**src/rtl/latch_bank_arbiter_if.sv**
```systemverilog
// Requester-side and latch-bank-side signals of latch_bank_arbiter.
// The slave modport is the arbiter; master is the requester/bank environment.
interface latch_bank_arbiter_if #(
    parameter int NUM_REQ    = 4,
    parameter int DATA_WIDTH = 8
);
    localparam int IW = $clog2(NUM_REQ);

    logic [NUM_REQ-1:0]            req;
    logic [NUM_REQ*DATA_WIDTH-1:0] req_data;
    logic [NUM_REQ-1:0]            ack;
    logic [IW-1:0]                 grant_id;
    logic                          busy;
    logic [DATA_WIDTH-1:0]         latch_d;
    logic                          latch_enable;

    modport master (
        output req, req_data,
        input  ack, grant_id, busy, latch_d, latch_enable
    );

    modport slave (
        input  req, req_data,
        output ack, grant_id, busy, latch_d, latch_enable
    );
endinterface

```
**src/rtl/latch_bank_arbiter.sv**
```systemverilog
// Round-robin arbiter sequencing writes into a shared transparent-latch bank
// as setup -> enable pulse -> hold, acknowledging once the latch has closed.
module latch_bank_arbiter #(
    parameter int NUM_REQ      = 4,
    parameter int DATA_WIDTH   = 8,
    parameter int SETUP_CYCLES = 1,
    parameter int PULSE_CYCLES = 2,
    parameter int HOLD_CYCLES  = 1
) (
    input logic                clk,
    input logic                reset_n,
    latch_bank_arbiter_if.slave bus
);
    localparam int IW     = $clog2(NUM_REQ);
    localparam int MAX_SP = (SETUP_CYCLES > PULSE_CYCLES) ? SETUP_CYCLES : PULSE_CYCLES;
    localparam int MAXC   = (MAX_SP > HOLD_CYCLES) ? MAX_SP : HOLD_CYCLES;
    localparam int CW     = (MAXC > 1) ? $clog2(MAXC) : 1;

    localparam logic [CW-1:0] SETUP_LD = CW'(SETUP_CYCLES - 1);
    localparam logic [CW-1:0] PULSE_LD = CW'(PULSE_CYCLES - 1);
    localparam logic [CW-1:0] HOLD_LD  = CW'(HOLD_CYCLES - 1);

    typedef enum logic [2:0] {IDLE, SETUP, PULSE, HOLD, ACK} state_t;

    state_t        state;
    logic [CW-1:0] cnt;
    logic [IW-1:0] ptr;
    logic [IW-1:0] win;
    logic          found;

    // Scan from farthest to nearest so the first requester after ptr wins.
    always_comb begin
        win   = '0;
        found = 1'b0;
        for (int off = NUM_REQ; off >= 1; off--) begin
            if (bus.req[(int'(ptr) + off) % NUM_REQ]) begin
                win   = IW'((int'(ptr) + off) % NUM_REQ);
                found = 1'b1;
            end
        end
    end

    always_ff @(posedge clk or negedge reset_n) begin
        if (!reset_n) begin
            state            <= IDLE;
            cnt              <= '0;
            ptr              <= IW'(NUM_REQ - 1);
            bus.ack          <= '0;
            bus.grant_id     <= '0;
            bus.busy         <= 1'b0;
            bus.latch_d      <= '0;
            bus.latch_enable <= 1'b0;
        end else begin
            bus.ack <= '0;
            case (state)
                IDLE: begin
                    if (found) begin
                        bus.latch_d  <= bus.req_data[win*DATA_WIDTH +: DATA_WIDTH];
                        bus.grant_id <= win;
                        bus.busy     <= 1'b1;
                        cnt          <= SETUP_LD;
                        state        <= SETUP;
                    end
                end
                SETUP: begin
                    if (cnt == '0) begin
                        bus.latch_enable <= 1'b1;
                        cnt              <= PULSE_LD;
                        state            <= PULSE;
                    end else begin
                        cnt <= cnt - 1'b1;
                    end
                end
                PULSE: begin
                    if (cnt == '0) begin
                        bus.latch_enable <= 1'b0;
                        cnt              <= HOLD_LD;
                        state            <= HOLD;
                    end else begin
                        cnt <= cnt - 1'b1;
                    end
                end
                HOLD: begin
                    if (cnt == '0) begin
                        bus.ack[bus.grant_id] <= 1'b1;
                        state                 <= ACK;
                    end else begin
                        cnt <= cnt - 1'b1;
                    end
                end
                ACK: begin
                    bus.busy <= 1'b0;
                    ptr      <= bus.grant_id;
                    state    <= IDLE;
                end
                default: state <= IDLE;
            endcase
        end
    end
endmodule

```
**src/flat_wrapper.sv**
```systemverilog
// flat-port wrapper written by rule: the top's interface ports become plain ports
module latch_bank_arbiter_flat 
#(
    parameter int NUM_REQ      = 4,
    parameter int DATA_WIDTH   = 8,
    parameter int SETUP_CYCLES = 1,
    parameter int PULSE_CYCLES = 2,
    parameter int HOLD_CYCLES  = 1
)
  (clk, reset_n, bus_req, bus_req_data, bus_ack, bus_grant_id, bus_busy, bus_latch_d, bus_latch_enable);
  latch_bank_arbiter_if #(.NUM_REQ(NUM_REQ), .DATA_WIDTH(DATA_WIDTH)) bus_i ();
  input logic clk;
  input logic reset_n;
  input wire logic [$bits(bus_i.req)-1:0] bus_req;
  input wire logic [$bits(bus_i.req_data)-1:0] bus_req_data;
  output wire logic [$bits(bus_i.ack)-1:0] bus_ack;
  output wire logic [$bits(bus_i.grant_id)-1:0] bus_grant_id;
  output wire logic [$bits(bus_i.busy)-1:0] bus_busy;
  output wire logic [$bits(bus_i.latch_d)-1:0] bus_latch_d;
  output wire logic [$bits(bus_i.latch_enable)-1:0] bus_latch_enable;
  assign bus_i.req = bus_req;
  assign bus_i.req_data = bus_req_data;
  assign bus_ack = bus_i.ack;
  assign bus_grant_id = bus_i.grant_id;
  assign bus_busy = bus_i.busy;
  assign bus_latch_d = bus_i.latch_d;
  assign bus_latch_enable = bus_i.latch_enable;
  latch_bank_arbiter #(.NUM_REQ(NUM_REQ), .DATA_WIDTH(DATA_WIDTH), .SETUP_CYCLES(SETUP_CYCLES), .PULSE_CYCLES(PULSE_CYCLES), .HOLD_CYCLES(HOLD_CYCLES)) u_core (.clk(clk), .reset_n(reset_n), .bus(bus_i));
endmodule
```
**config.mk**
```make
export PLATFORM = sky130hd
export DESIGN_NAME = latch_bank_arbiter_flat
export DESIGN_NICKNAME = d
export VERILOG_FILES = /design/src/rtl/latch_bank_arbiter_if.sv /design/src/rtl/latch_bank_arbiter.sv /design/src/flat_wrapper.sv
export SDC_FILE = /design/constraint.sdc
export NUM_CORES = 1
export LEC_CHECK = 0
export ABC_CLOCK_PERIOD_IN_PS = 4100
export BUFFER_PORTS_ARGS = -buffer_cell sky130_fd_sc_hd__buf_4
export CORE_MARGIN = 5
export CORE_UTILIZATION = 36
export CTS_BUF_LIST = sky130_fd_sc_hd__clkbuf_2 sky130_fd_sc_hd__clkbuf_4 sky130_fd_sc_hd__clkbuf_8
export DETAILED_ROUTE_END_ITERATION = 6
export GPL_TIMING_DRIVEN = 0
export HOLD_SLACK_MARGIN = 0.15
export SLEW_MARGIN = 10
export SYNTH_ARGS = -nofsm -noshare
export SYNTH_HDL_FRONTEND = slang
export SYNTH_SLANG_ARGS = --single-unit
```
**constraint.sdc**
```tcl
create_clock -name clk -period 4.1 [get_ports clk]
set_input_delay 1.025 -clock clk [delete_from_list [all_inputs] [get_ports clk]]
set_output_delay 1.025 -clock clk [all_outputs]
set_load 0.02 [all_outputs]
```
==> results by stage, run 1 <==
Yosys:
- The post-synthesis cell type count is 38.
- The average footprint of a synthesized cell is 9.835 um^2.
- In this run, synthesis produced a sequential element count of 22.
- The synthesized-area fraction occupied by ao, oa, aoi and oai cells is between 20% and 30%.
- After Yosys synthesis, XOR and XNOR cells account for less than 1% of the synthesized area.
- The simple logic cell fraction of the synthesized area is between 10% and 20%.
- The register area share after synthesis is between 40% and 50%.
- The combinational family with the most area after synthesis is compound AO/OA/AOI/OAI gates.
- The instance count of the mapped netlist is 129.
- The cell area after synthesis is about 0.0013 mm^2.
- The total of warnings raised by yosys is 0.
- Of the post-synthesis cell area, the part taken by muxes is about 8.8%.
- Summing the areas of all fa, ha and maj instances in the mapped netlist gives 0% of the synthesized area.
- The number of nets handed over by synthesis was between 150 and 200.

Run status:
- The flow ran to the end, and the final reports show no timing, DRC or antenna violations.

Drt:
- For this block, the routed nets add up to 3094 um of wire.
- The number of iterations in the first detailed-routing pass is 4.
- In the final routed layout, each cell accounts on average for 13.34 um.
- Using the TritonRoute via totals, the vias-per-cell ratio works out to approximately 5.0.
- The via count of the routed design is 1168.
- The first-iteration detailed-routing DRC count is 27.
- The remaining antenna violation count is 0.
- The count of unresolved DRC violations after routing is 0.

Clocking:
- TritonCTS built the clock tree.
- The number of gates given a new drive strength after cts is 0.
- CTS built an H-tree with a depth of 1.
- Post-CTS timing repair inserted 0 buffers for setup.
- The insertion delay of the later-clocked pin in the worst-skew pair is approximately 300 ps.
- The number of buffers inserted during clock tree synthesis is 3.
- The clock passes through at most 2 buffers.
- Clock tree synthesis found a total of 22 sinks.
- The hold buffer count at CTS is 0.
- The cell chosen for the clock root is sky130_fd_sc_hd__clkbuf_4.
- The post-CTS clock slew at the launch and capture registers of the worst setup and hold paths is ~130 ps.

GRT:
- The number of antenna violations at the first check in global routing is 0.
- Entering global routing, the biggest net connects 23 pins.
- The via count of the first global-routing pass is 1241.
- The first global-routing pass estimated about 5600 um of wire.
- The overall track demand over capacity in global routing is between 10 and 15%.
- The total overflow left after global routing is 0.

Worst setup path:
- The critical path class is input pin to flop.
- The number of cells on the worst reg-to-reg path is 5.
- The endpoint class of the critical path is a flop.
- The launch point of the worst reg-to-reg path is u_core.state[0].
- In this run the register-to-register setup slack is 2080 ps.
- The kind of launch point of the worst setup path is an input pin.
- The endpoint of the lowest-slack register-to-register path is u_core.bus.latch_d[1].
- The kind of cell with the highest combined delay along the critical path is simple AND/OR/NAND/NOR gates.
- The highest fanout seen on the critical path is 8.
- The biggest cell delay along the critical path is around 600 ps.
- Traced cell by cell, the critical path runs through buf_4 -> nor4_2 -> or4_1 -> buf_2 -> a21oi_1 -> o21ai_1 -> o211ai_1.
- The critical path contains buffers and inverters numbering 2 combined.
- STA puts the critical path data arrival time at about 2500 ps.
- On the critical path, the stage with the largest delay is an instance of sky130_fd_sc_hd__nor4_2.
- Data on the critical path is required at its endpoint by around 4300 ps.

Job:
- The max-cap check violation count is 0.

STA:
- The worst clock skew is ~3.4 ps.
- The clock period minus worst slack is 2288 ps.
- The number of hold violations in the final report is 0.
- The slew at the pin closest to its max-slew limit is about 650 ps.
- The worst-case headroom to the max-slew limit is 56.41%.
- Setup violations remaining at the end of the flow were counted as 0.
- Dividing the final minimum period by the clock period gives between 50% and 60%.
- Final hold analysis gives a worst-case slack of 524.6 ps.
- Setup repair after global routing left no endpoint under its margin.
- The maximum achievable frequency is 0.4371 GHz.
- After routing, the total negative slack on setup checks comes to 0 ps.
- The final count of pins violating max slew is 0.

Die:
- During I/O placement, the number of pins put on the boundary was 54.
- In this run the standard cell core region covers roughly 0.0034 mm^2.
- The width of the die is slightly below 70 um.
- The floorplan has 21 rows.
- Once the floorplan was initialized, standard cells occupied between 30% and 40% of the core.
- From bottom edge to top edge, the die measures approximately 70 um.
- The die covers just under 0.005 mm^2.

Power:
- The power per standard cell area is around 680 mW/mm^2.
- Across the VDD grid, the largest voltage drop is ~0.00028 V.
- The standby leakage power is between 0.0008 and 0.0009 uW.
- The power consumption is 1200 uW.

Layout:
- The net count of the finished layout is ~230.
- The fraction of layout instances using a drive strength above 1 is between 30% and 40%.
- From synthesis to final layout, the design area changed by 40.04%.
- The number of antenna diodes is 0.
- After filler insertion, the fill cell instance count of the layout stands at ~330.
- After routing the design area is about 0.0018 mm^2.

Min path:
- The terminating pin of the worst hold path is u_core.bus.busy.
- The path type of the worst min-delay path is flop to flop.
- The startpoint identified for the worst hold timing path is u_core.bus.busy.
- Counting instances, the worst hold path has a depth of 1.

Place:
- The cell area reported after detailed placement is about 0.0017 mm^2.
- The wire-length estimate of the detail-placed layout is ~2500 um.
- The count of input and output buffers is 53.
- The placer's final routability congestion estimate is approximately 0.76.
kinds of logic (layout without fill, tap and decap cells):
family | Yosys count | in the layout
and+or+nand+nor | 39 | 39
AOI/OAI and AO/OA | 38 | 38
DFF | 22 | 22
buffers and inverters | 19 | 76
muxes | 10 | 10
xor gates and xnor gates | 1 | 1
worst max-delay path by stage:
stage	startpoint	end	slack [ps]	cells after the start
after global placement	bus_req[1]	u_core.bus.latch_d[5]	1520	7
after CTS	bus_req[1]	u_core.bus.latch_d[5]	1800	7
after detailed placement	bus_req[1]	u_core.bus.latch_d[5]	1470	7
after global routing	bus_req[1]	u_core.bus.latch_d[5]	1650	7
after floorplan	bus_req[0]	u_core.bus.latch_d[7]	1740	7
final	bus_req[1]	u_core.bus.latch_d[4]	1810	7
through the flow:
| step | util (%) | cells | setup slack (ps) |
|---|---|---|---|
| floorplan | - | 129 | 1735 |
| global placement | 51.26 | 228 | 1517 |
| detailed placement | 51.26 | 228 | 1467 |
| CTS | 52.83 | 232 | 1805 |
| global route | 52.83 | 232 | 1653 |
| finish | 52.83 | 232 | 1812 |
placed cells by master, fill, tap and decap left out, drive strengths merged, types with 5 or more instances in the layout:
master / count
clkbuf: 6
buf: 59
dfrtp: 20
nand2: 13
nor2: 7
inv: 10
mux2: 6
o21ai: 8
o211ai: 5
a31oi: 9
state kept, by name (all words and copies together), names as in the netlist:
| register | cells |
|---|---|
| u_core.bus.ack | 4 |
| u_core.bus.latch_enable | 1 |
| u_core.bus.grant_id | 2 |
| u_core.state | 3 |
| u_core.bus.busy | 1 |
| u_core.cnt | 1 |
| u_core.ptr | 2 |
| u_core.bus.latch_d | 8 |
Yosys cell counts:
| cell | n | share of area [%] |
|---|---|---|
| sky130_fd_sc_hd__nor4_4 | 1 | 1.7 |
| sky130_fd_sc_hd__nand2_1 | 13 | 3.8 |
| sky130_fd_sc_hd__inv_1 | 8 | 2.4 |
| sky130_fd_sc_hd__clkbuf_1 | 3 | 0.89 |
| sky130_fd_sc_hd__and4_1 | 4 | 2.8 |
| sky130_fd_sc_hd__o221a_1 | 1 | 0.89 |
| sky130_fd_sc_hd__nor3b_1 | 1 | 0.59 |
| sky130_fd_sc_hd__nor3_1 | 3 | 1.2 |
| sky130_fd_sc_hd__mux2i_1 | 4 | 3.2 |
| sky130_fd_sc_hd__nor4_2 | 1 | 0.99 |
| sky130_fd_sc_hd__nand3_1 | 1 | 0.39 |
| sky130_fd_sc_hd__or4_1 | 1 | 0.59 |
| sky130_fd_sc_hd__dfrtp_1 | 20 | 39 |
| sky130_fd_sc_hd__o22a_1 | 1 | 0.69 |
| sky130_fd_sc_hd__dfstp_2 | 2 | 4.1 |
| sky130_fd_sc_hd__inv_2 | 2 | 0.59 |
| sky130_fd_sc_hd__a21bo_1 | 1 | 0.79 |
| sky130_fd_sc_hd__and3_1 | 1 | 0.49 |
| sky130_fd_sc_hd__o211ai_1 | 5 | 3.0 |
| sky130_fd_sc_hd__nand2b_1 | 4 | 2.0 |
| sky130_fd_sc_hd__a21o_1 | 1 | 0.59 |
| sky130_fd_sc_hd__xnor2_1 | 1 | 0.69 |
| sky130_fd_sc_hd__mux2_4 | 1 | 1.2 |
| sky130_fd_sc_hd__a31oi_1 | 9 | 4.4 |
| sky130_fd_sc_hd__nor2b_1 | 1 | 0.49 |
| sky130_fd_sc_hd__a211oi_1 | 1 | 0.59 |
| sky130_fd_sc_hd__and3_4 | 1 | 0.89 |
| sky130_fd_sc_hd__mux2_1 | 5 | 4.4 |
| sky130_fd_sc_hd__a211o_1 | 4 | 2.8 |
| sky130_fd_sc_hd__o31ai_1 | 1 | 0.59 |
| sky130_fd_sc_hd__o21a_1 | 1 | 0.59 |
| sky130_fd_sc_hd__a21oi_1 | 2 | 0.79 |
| sky130_fd_sc_hd__o21ai_1 | 8 | 3.2 |
| sky130_fd_sc_hd__buf_2 | 4 | 1.6 |
| sky130_fd_sc_hd__buf_8 | 1 | 1.2 |
| sky130_fd_sc_hd__buf_6 | 1 | 0.89 |
| sky130_fd_sc_hd__nor2_1 | 7 | 2.1 |
| sky130_fd_sc_hd__o221a_2 | 3 | 2.7 |
report_power, final:
group	total, uW	switching, uW	internal (uW)
Sequential	376	61.4	314
Combinational	658	347	311
Clock	166	67.7	98.7
worst reg2reg max path: stages (launching register included):
cell                       delay (ps)
sky130_fd_sc_hd__dfrtp_1          380
sky130_fd_sc_hd__clkbuf_1         210
sky130_fd_sc_hd__nor4_4           430
sky130_fd_sc_hd__nand3_1          390
sky130_fd_sc_hd__a211o_1          390
sky130_fd_sc_hd__o221a_2          120
layout make-up:
| class | instances | area, um^2 | share of cell area (%) |
|---|---|---|---|
| multi-input cells | 88 | 620.6 | 34.93 |
| flip-flops and latches | 22 | 553.0 | 31.13 |
| repair buffers | 53 | 397.9 | 22.39 |
| plain buffers | 9 | 57.56 | 3.239 |
| well taps | 46 | 57.56 | 3.239 |
| inverters | 10 | 37.54 | 2.113 |
| clock inverters | 1 | 30.03 | 1.690 |
| clock buffers | 3 | 22.52 | 1.268 |
layer usage:
| metal | track usage (%) | vias up | routed length, um |
|---|---|---|---|
| met5 | 0 | - | 0 |
| met2 | 23.52 | 35 | 1477 |
| met1 | 16.55 | 546 | 1332 |
| met3 | 4.638 | 2 | 265 |
| met4 | 3.254 | 0 | 19 |
| li1 | - | 585 | - |
Power figures use the tool's default switching activity.
==> inputs of run 2 (changes only) <==
--- a/config.mk
+++ b/config.mk
@@ -5,7 +5,7 @@
 export SDC_FILE = /design/constraint.sdc
 export NUM_CORES = 1
 export LEC_CHECK = 0
-export ABC_CLOCK_PERIOD_IN_PS = 4100
+export ABC_CLOCK_PERIOD_IN_PS = 2170
 export BUFFER_PORTS_ARGS = -buffer_cell sky130_fd_sc_hd__buf_4
 export CORE_MARGIN = 5
 export CORE_UTILIZATION = 36
==> constraint.sdc (replaced) <==
create_clock -name clk -period 2.17 [get_ports clk]
set_input_delay 0.5425 -clock clk [delete_from_list [all_inputs] [get_ports clk]]
set_output_delay 0.5425 -clock clk [all_outputs]
set_load 0.02 [all_outputs]
==> results by stage, run 2 (synthesized netlist as in run 1, its figures left out) <==
Layout:
- The fraction of layout instances using a drive strength above 1 is 40.11%.
- The flip-flop count of the largest register, all copies and words added is 8.
- The largest registers in the layout are u_core.bus.latch_d x8, u_core.bus.ack x4, u_core.state x3.
- Relative to the synthesized area, the layout overhead comes to 41.22%.
- The most common library cell in the layout ignoring fill and taps is sky130_fd_sc_hd__buf_4.
- The layout filler cell count is between 300 and 400.
- Leaving out fill and tap cells, the most frequent cells in the layout are sky130_fd_sc_hd__buf_4, sky130_fd_sc_hd__dfrtp_1, sky130_fd_sc_hd__nand2_1.
- More flip-flops sit in one register than any other, and that register is u_core.bus.latch_d.
- The net count of the finished layout is 226.
- The repair_antennas step left the layout with diodes totalling 0.

Run status:
- The run finished with clean final reports.

Clocking:
- Clock tree synthesis found a total of 22 sinks.
- The clock tree from TritonCTS is yes.
- Clock latency on the worst-skew pair, taken at its later pin, is roughly 300 ps.
- The cell chosen for the clock root is sky130_fd_sc_hd__clkbuf_4.
- The post-CTS clock slew at the launch and capture registers of the worst setup and hold paths is between 100 and 150 ps.
- The number of buffers inserted during clock tree synthesis is 3.
- The maximum level of the CTS H-tree is 1.
- The buffer levels on the longest clock path is 2.
- The number of setup buffers added after CTS is 0.

STA:
- In the finished design, the share of the clock period the worst path needs comes to around 90%.
- The final count of pins violating max slew is 0.
- The worst clock skew is 4.607 ps.
- The count of final setup violators is 0.
- The clock period minus worst slack is around 1900 ps.
- The maximum achievable frequency is around 0.52 GHz.
- The final setup TNS is 0 ps.
- The worst-case headroom to the max-slew limit is 56.37%.
- The slew at the pin closest to its max-slew limit is approximately 650 ps.
- Setup repair after global routing left no endpoint under its margin.
- The number of hold violations in the final report was 0.

Worst setup path:
- The setup slack of the worst register-to-register path is between 200 and 300 ps.
- The endpoint class of the critical path is a flop.
- The data arrival time at the worst-slack endpoint is about 2100 ps.
- The highest fanout seen on the critical path is 9.
- The path depth of the worst reg2reg path is 5.
- The required time of the worst setup path is approximately 2400 ps.
- The worst setup path is launched from a flop.
- The critical path class is flop to flop.

Power:
- The power per standard cell area is around 1300 mW/mm^2.
- The standby leakage power is 0.0008522 uW.
- Sequential cells account for between 30% and 40% of the total power.
- For this design the total switching power over the nets is about 900 uW.
- The internal power of the cells totals 1371 uW.
- The design draws 2275 uW.
- Net switching is roughly two fifths of the power.
- The combinational share of power is 54.9%.
- VDD sags by at most 0.0005221 V.
- The power share of the clock group is between 10% and 20%.

GRT:
- The number of antenna violations at the first check in global routing is 0.
- The global-route wire length before repair is between 5000 and 6000 um.
- The leftover overflow at the end of global routing is 0.
- The overall track demand over capacity in global routing is between 10% and 20%.
- The largest net degree at the start of global routing is 23.
- The via count of the first global-routing pass is ~1200.

Drt:
- The detailed router finished its first iteration with 35 violations.
- The final route contains roughly 1200 vias.
- Wires add up to a little over 3000 um.
- The remaining antenna violation count is 0.
- The average vias per placed instance is 5.082.
- For this run, the detailed router's first-pass iteration total came to 4.
- In the final routed layout, each cell accounts on average for 13.31 um.
- For this run, design rule violations remaining after detail routing come to 0.

Job:
- Max-cap violations in this run came to 0.

Min path:
- The min-delay analysis places its worst path in the category flop to flop.
- The worst hold path stage count is 1.

Die:
- The area of the die is between 0.004 and 0.005 mm^2.
- The number of ports placed on the die boundary is between 50 and 60.
- The floorplan die height is 69.37 um.
- For this configuration, the core starts out at a cell density of a little under two fifths.
- The width of the die is 69.37 um.
- The placeable core region is ~0.0034 mm^2.
- The floorplan has 21 rows.

Place:
- In this run the tool buffered the top-level ports with between 50 and 60 buffer cells.
- The placer's final routability congestion estimate is roughly 0.76.
- The placed wire-length estimate is between 2000 and 2500 um.
==> run 2: changes by cell type in the layout (fill, tap and decap cells not counted), sizes merged <==
cell / change
dlygate4sd3: +1
==> run 2: area by class of cell <==
class | instances | area [um^2] | share of cell area (%)
inverters | 10 | 37.54 | 2.095
multi-input cells | 88 | 625.6 | 34.92
flip-flops and latches | 22 | 553.0 | 30.87
well taps | 46 | 57.56 | 3.212
repair buffers | 54 | 407.9 | 22.77
plain buffers | 9 | 57.56 | 3.212
clock buffers | 3 | 22.52 | 1.257
clock inverters | 1 | 30.03 | 1.676
==> run 2: what timing repair did <==
item                                    CTS  global route
resized for setup                         0             1
endpoints found under the hold margin    20             0
hold buffers                              1             0
endpoints found under the setup margin    0             4
==> run 2: worst max-delay path: stages (launching register included) <==
cell and delay, ps:
sky130_fd_sc_hd__dfrtp_1 380, sky130_fd_sc_hd__clkbuf_1 220, sky130_fd_sc_hd__nor4_4 450, sky130_fd_sc_hd__nand3_2 290, sky130_fd_sc_hd__a211o_1 350, sky130_fd_sc_hd__o221a_2 120
==> run 2: final timing paths <==
kind / startpoint / endpoint
max: u_core.state[0] / u_core.bus.latch_d[1]
min: u_core.bus.busy / u_core.bus.busy
max reg2reg: u_core.state[0] / u_core.bus.latch_d[1]
min reg2reg: u_core.bus.busy / u_core.bus.busy
max in group asynchronous: reset_n / u_core.ptr[1]
min in group asynchronous: reset_n / u_core.cnt
==> run 2: per-layer routing <==
layer  global-route usage, %  vias up  part of all wire [%]
li1                        -      585                     -
met1                   16.64      556                    42
met2                   23.52       41                    49
met3                   4.638        2                   9.2
met4                   3.254        0                  0.61
met5                       0        -                     0
==> run 2: power groups by stage <==
stage               sequential, uW  clock (uW)  combinational (uW)
finish                         711         315                1250
global route                   737         339                1390
CTS                            713         325                1260
detailed placement             720           0                1260
global placement               713           0                1240
floorplan                      838           0                 729
==> run 2: metrics by stage <==
step	hold WS (ps)	cells	setup WS (ps)	instance area, um^2	util [%]
after floorplan	246.9	129	287.5	1269	-
after global placement	446.0	228	69.43	1724	51.26
after detailed placement	450.6	228	19.04	1724	51.26
after CTS	528.6	233	119.8	1787	53.13
after global routing	530.5	233	116.2	1792	53.27
final	526.5	233	254.0	1792	53.27
